File: src/rtl/morse_emit_char.sv
// Morse character transmitter: keys one coded character per valid/ready handshake, then the
// inter-char or inter-word gap. Optional length checking via `MORSE_EMIT_LEN_CHECK_EN.
`ifndef PULSE_CNT_W
`define PULSE_CNT_W 16
`endif
`ifndef MORSE_LEN_W
`define MORSE_LEN_W 4
`endif
`ifndef MAX_MORSE_LEN
`define MAX_MORSE_LEN 8
`endif

module morse_emit_char (
  input  logic                      clk,
  input  logic                      aclr_n,
  input  logic                      ce,
  input  logic [`PULSE_CNT_W-1:0]   dit_time,
  input  logic [`PULSE_CNT_W-1:0]   dah_time,
  input  logic [`PULSE_CNT_W-1:0]   word_time,
  input  logic                      valid,
  input  logic [`MORSE_LEN_W-1:0]   len,
  input  logic [`MAX_MORSE_LEN-1:0] dits_dahs,
  input  logic                      word_end_in,
  output logic                      ready,
  output logic                      signal,
  output logic                      busy,
  output logic                      error,
  output logic                      ceo
);
  localparam int unsigned CntW = `PULSE_CNT_W;
  localparam int unsigned IdxW = (`MAX_MORSE_LEN > 1) ? $clog2(`MAX_MORSE_LEN) : 1;
  localparam logic [`MORSE_LEN_W-1:0] MaxLen = `MORSE_LEN_W'(`MAX_MORSE_LEN);

  typedef enum logic [1:0] {StIdle, StMark, StSpace, StTail} state_e;

  state_e                    state_q, state_d;
  logic [CntW-1:0]           cnt_q, cnt_d;
  logic [CntW-1:0]           dit_q, dit_d, dah_q, dah_d, word_q, word_d;
  logic [IdxW-1:0]           idx_q, idx_d;
  logic [`MAX_MORSE_LEN-1:0] bits_q, bits_d;
  logic                      word_end_q, word_end_d;
  logic                      err_q, err_d;

  logic                      transfer, done, len_err, tail_only;
  logic [`MORSE_LEN_W-1:0]   len_eff;

  // Counter preload for a duration of t ticks; a zero duration behaves as one tick.
  function automatic logic [CntW-1:0] load(input logic [CntW-1:0] t);
    return (t == '0) ? '0 : t - 1'b1;
  endfunction

  assign transfer = ce & valid & (state_q == StIdle);
  assign done     = (state_q == StTail) && (cnt_q == '0);

`ifdef MORSE_EMIT_LEN_CHECK_EN
  assign len_err  = (len == '0) || (len > MaxLen);
`else
  assign len_err  = 1'b0;
`endif
  assign tail_only = (len == '0) || len_err;
  assign len_eff   = (len > MaxLen) ? MaxLen : len;

  always_comb begin
    state_d    = state_q;
    cnt_d      = cnt_q;
    dit_d      = dit_q;
    dah_d      = dah_q;
    word_d     = word_q;
    idx_d      = idx_q;
    bits_d     = bits_q;
    word_end_d = word_end_q;
    err_d      = err_q;
    unique case (state_q)
      StIdle: begin
        if (transfer) begin
          dit_d      = dit_time;
          dah_d      = dah_time;
          word_d     = word_time;
          bits_d     = dits_dahs;
          word_end_d = word_end_in;
          err_d      = len_err;
          if (tail_only) begin
            state_d = StTail;
            cnt_d   = load(word_end_in ? word_time : dah_time);
          end else begin
            state_d = StMark;
            idx_d   = IdxW'(len_eff - 1'b1);
            cnt_d   = load(dits_dahs[idx_d] ? dah_time : dit_time);
          end
        end
      end
      StMark: begin
        if (ce) begin
          if (cnt_q != '0) begin
            cnt_d = cnt_q - 1'b1;
          end else if (idx_q == '0) begin
            state_d = StTail;
            cnt_d   = load(word_end_q ? word_q : dah_q);
          end else begin
            state_d = StSpace;
            cnt_d   = load(dit_q);
          end
        end
      end
      StSpace: begin
        if (ce) begin
          if (cnt_q != '0) begin
            cnt_d = cnt_q - 1'b1;
          end else begin
            state_d = StMark;
            idx_d   = idx_q - 1'b1;
            cnt_d   = load(bits_q[idx_d] ? dah_q : dit_q);
          end
        end
      end
      StTail: begin
        if (ce) begin
          if (cnt_q != '0) begin
            cnt_d = cnt_q - 1'b1;
          end else begin
            state_d = StIdle;
          end
        end
      end
      default: state_d = StIdle;
    endcase
  end

  always_ff @(posedge clk) begin
    if (!aclr_n) begin
      state_q    <= StIdle;
      cnt_q      <= '0;
      dit_q      <= '0;
      dah_q      <= '0;
      word_q     <= '0;
      idx_q      <= '0;
      bits_q     <= '0;
      word_end_q <= 1'b0;
      err_q      <= 1'b0;
    end else begin
      state_q    <= state_d;
      cnt_q      <= cnt_d;
      dit_q      <= dit_d;
      dah_q      <= dah_d;
      word_q     <= word_d;
      idx_q      <= idx_d;
      bits_q     <= bits_d;
      word_end_q <= word_end_d;
      err_q      <= err_d;
    end
  end

  assign ready  = (state_q == StIdle);
  assign busy   = ~ready;
  assign signal = (state_q == StMark);
  assign error  = err_q;
  assign ceo    = ce & done;

endmodule

File: config.mk
export PLATFORM = sky130hd
export DESIGN_NAME = morse_emit_char
export DESIGN_NICKNAME = d
export VERILOG_FILES = /design/src/rtl/morse_emit_char.sv
export SDC_FILE = /design/constraint.sdc
export NUM_CORES = 1
export LEC_CHECK = 0
export CAP_MARGIN = 40
export CORE_MARGIN = 2
export CORE_UTILIZATION = 30
export CTS_CLUSTER_DIAMETER = 100
export DETAILED_ROUTE_END_ITERATION = 8
export PLACE_DENSITY = 0.55
export SYNTH_ARGS = -nofsm -noshare
export SYNTH_HDL_FRONTEND = slang
export SYNTH_SLANG_ARGS = --single-unit
File: constraint.sdc
create_clock -name clk -period 6.35 [get_ports clk]
set_input_delay 0.635 -clock clk [delete_from_list [all_inputs] [get_ports clk]]
set_output_delay 0.635 -clock clk [all_outputs]
set_load 0.01 [all_outputs]
==> results.py <==
metrics = {
    "synthesis": {
        "synth.distinct_cells": 80,
        "ys_seq_area_frac": 0.212,
        "synth_nets": 1064,
        "synth_top_area_frac": 0.212,
        "synth.largest_area_cell": "dfxtp_1",
        "syn_inst": 989,
        "synth_area_leaders": "dfxtp_1 21%, nand2_1 8.2%, mux2i_1 6.7%",
        "async_reset_ff_frac": 0,
        "synth_edf_count": 0,
        "ys_ff_latch": 78,
        "synth_ff_type": "dfxtp_1",
        "synth.avg_cell_area_um2": 7.44,
        "yosys_warnings": 0,
        "netlist_area_um2": 7360,
    },
    "clock_tree": {
        "cts-root-buf": "clkbuf_16",
        "cts_resized": 0,
        "cts_setup_buffers": 0,
        "clkLatencyLatePin_ns": 0.35,
        "tritoncts": "done",
        "ctsHoldBuffers": 0,
        "cts_made_buffers": 9,
        "htree_num_levels": 3,
        "clkSlewWorstSetupHoldPaths_ns": 0.06,
        "clock-sinks": 78,
        "cts_buffer_depth": 2,
    },
    "placed_design": {
        "portBuffers": 68,
        "dp_cells": 1317,
        "place_hpwl_um": 21200,
        "place_congestion": 0.934,
    },
    "worst_setup_path": {
        "arrival_ns": 5.31,
        "reg2reg_to": "cnt_q[10]",
        "path_class": "in -> reg",
        "crit_end": "cnt_q[14]",
        "crit_start": "len[3]",
        "rr_startpoint": "idx_q[0]",
        "crit_fanout": 28,
        "start_kind": "primary input",
        "reg2reg_depth": 14,
        "required_ns": 6.58,
        "rrSetupSlack_ns": 1.65,
        "cp-end-kind": "flop",
    },
    "global_routing": {
        "overflow": 0,
        "grt_pass1_wl_um": 42300,
        "grtUsageTotal": 0.212,
        "grt_max_degree": 71,
        "antenna_found_initial": 0,
        "grt_pass1_vias": 7019,
    },
    "floorplan": {
        "core_area_um2": 24200,
        "die_area_um2": 25800,
        "start_util": 0.304,
        "rows": 57,
        "ioPinCount": 70,
        "die-height_um": 161,
        "fp.dieW_um": 161,
    },
    "detailed_routing": {
        "dr_wl_met2_um": 12600,
        "met3_length_um": 1860,
        "first_iter_violations": 757,
        "top_layer": "met4",
        "ant_nets": 0,
        "num_vias": 7588,
        "drt_first_pass_iters": 5,
        "routed_wl_um": 27600,
        "via_per_inst": 5.69,
        "wire_per_inst_um": 20.7,
        "drc": 0,
        "met1_length_um": 12300,
    },
    "sta": {
        "max_clock_freq_mhz": 197,
        "min_period_ns": 5.08,
        "finalMaxSlewViolations": 0,
        "relSlewSlack": 0.412,
        "finalCritPeriodShare": 0.801,
        "hold_viol": 0,
        "fin_tns_setup_ns": 0,
        "grt_setup_unrepaired": "false",
        "worst_pin_slew_ns": 0.876,
        "clock_skew_ns": 0.0170,
        "setup_viol": 0,
    },
    "worst_hold_path": {
        "min_path_type": "reg -> reg",
    },
    "finish": {
        "mostFrequentLayoutCells": "161 x nand2_1, 78 x dfxtp_1, 67 x clkdlybuf4s50_1, 62 x a21boi_0, 52 x nor2_1",
        "final_cells": 1333,
        "fillCellCount": 2568,
        "drive_above_1_share": 0.0704,
        "post-route-util": 0.353,
        "final_common_cell": "nand2_1",
        "nets": 1079,
        "diodes": 0,
        "area_growth_pct": 16.2,
    },
    "power": {
        "p_switching_w": 0.000845,
        "p_int_w": 0.00120,
        "power_switching_share": 0.414,
        "sequentialPowerShare": 0.294,
        "p_clk_frac": 0.261,
        "peakVddDrop_mv": 0.145,
        "p_leak_nw": 2.95,
        "p_comb_frac": 0.445,
        "cellPowerDensity_nw_per_um2": 239,
    },
    "flow_run": {
        "maxCapViolations": 0,
    },
    "outcome": {
        "status": "complete, no violations",
    },
}
[critical path, cell delays in order]
cell	delay (ns)
clkdlybuf4s50_1	0.46
nand2b_1	0.24
ha_1	0.46
mux2i_1	0.25
mux4_2	0.67
mux2i_1	0.32
ha_1	0.38
or4b_2	0.62
nor4_1	0.28
xnor2_1	0.17
mux2i_1	0.09
a221oi_1	0.38
a211oi_1	0.09
a32o_1	0.25
[per-layer routing]
metal	vias up	GRT usage
li1	3648	-
met1	3577	0.291
met2	318	0.339
met3	45	0.0243
met4	0	0.0815
met5	-	0
[state kept, by name, indices dropped and copies added, names as in the netlist]
name and flops:
dit_q 16, cnt_q 16, word_q 16, word_end_q 1, dah_q 16, state_q 2
idx_q 3, bits_q 8
[worst min path at each step]
stage	startpoint	endpoint	slack, ns	cells past startpoint
final	bits_q[6]	bits_q[6]	0.46	2
after global routing	bits_q[7]	bits_q[7]	0.50	2
after CTS	bits_q[6]	bits_q[6]	0.47	2
after detailed placement	bits_q[6]	bits_q[6]	0.46	2
after global placement	bits_q[6]	bits_q[6]	0.45	2
after floorplan	bits_q[1]	bits_q[1]	0.44	2
[per-stage QoR]
step	total power [W]	hold WS (ns)	setup WS [ns]	area, um2
CTS	0.00203	0.466	1.34	8550
floorplan	0.00121	0.440	1.54	7360
global placement	0.00149	0.453	1.23	8230
detailed placement	0.00150	0.457	0.982	8250
finish	0.00204	0.464	1.27	8550
global route	0.00215	0.498	1.04	8550
[cell usage after synthesis, drive strengths merged, types with 13 or more instances]
library cell	n
nor4	26
nand2	162
or4	14
dfxtp	78
nor3b	13
nor2	52
xor2	37
xnor2	50
mux2i	49
nor3	51
a21boi	62
a21oi	37
buf	18
inv	15
o21ai	38
nand3	22
clkbuf	59
[cells by family (layout without fill, tap and decap cells)]
| family | after synthesis | in the layout | share of synthesized area |
|---|---|---|---|
| AND/OR/NAND/NOR | 416 | 416 | 0.287 |
| AO/OA/AOI/OAI | 242 | 242 | 0.239 |
| buffers and inverters | 93 | 113 | 0.0493 |
| XOR/XNOR | 87 | 87 | 0.104 |
| flip-flops | 78 | 78 | 0.212 |
| multiplexers | 61 | 61 | 0.0896 |
| adder cells (fa/ha/maj) | 11 | 11 | 0.0184 |
| other | 1 | 1 | 0.000510 |
[power groups by stage]
stage	Sequential [W]	Combinational [W]	Clock, W
after floorplan	0.000574	0.000635	0
after global placement	0.000608	0.000884	0
after detailed placement	0.000609	0.000886	0
after CTS	0.000598	0.000890	0.000545
after global routing	0.000607	0.000979	0.000563
final	0.000601	0.000909	0.000533
[cell type report]
class	count	area, um2	area share
Inverter	16	60.1	0.00703
Tap cell	324	405	0.0474
Clock buffer	10	229	0.0268
Sequential cell	78	1560	0.183
Timing Repair Buffer	81	772	0.0903
Clock inverter	6	71.3	0.00835
Multi-Input combinational cell	818	5450	0.637
Note: power is estimated with default switching activity, not from simulation.
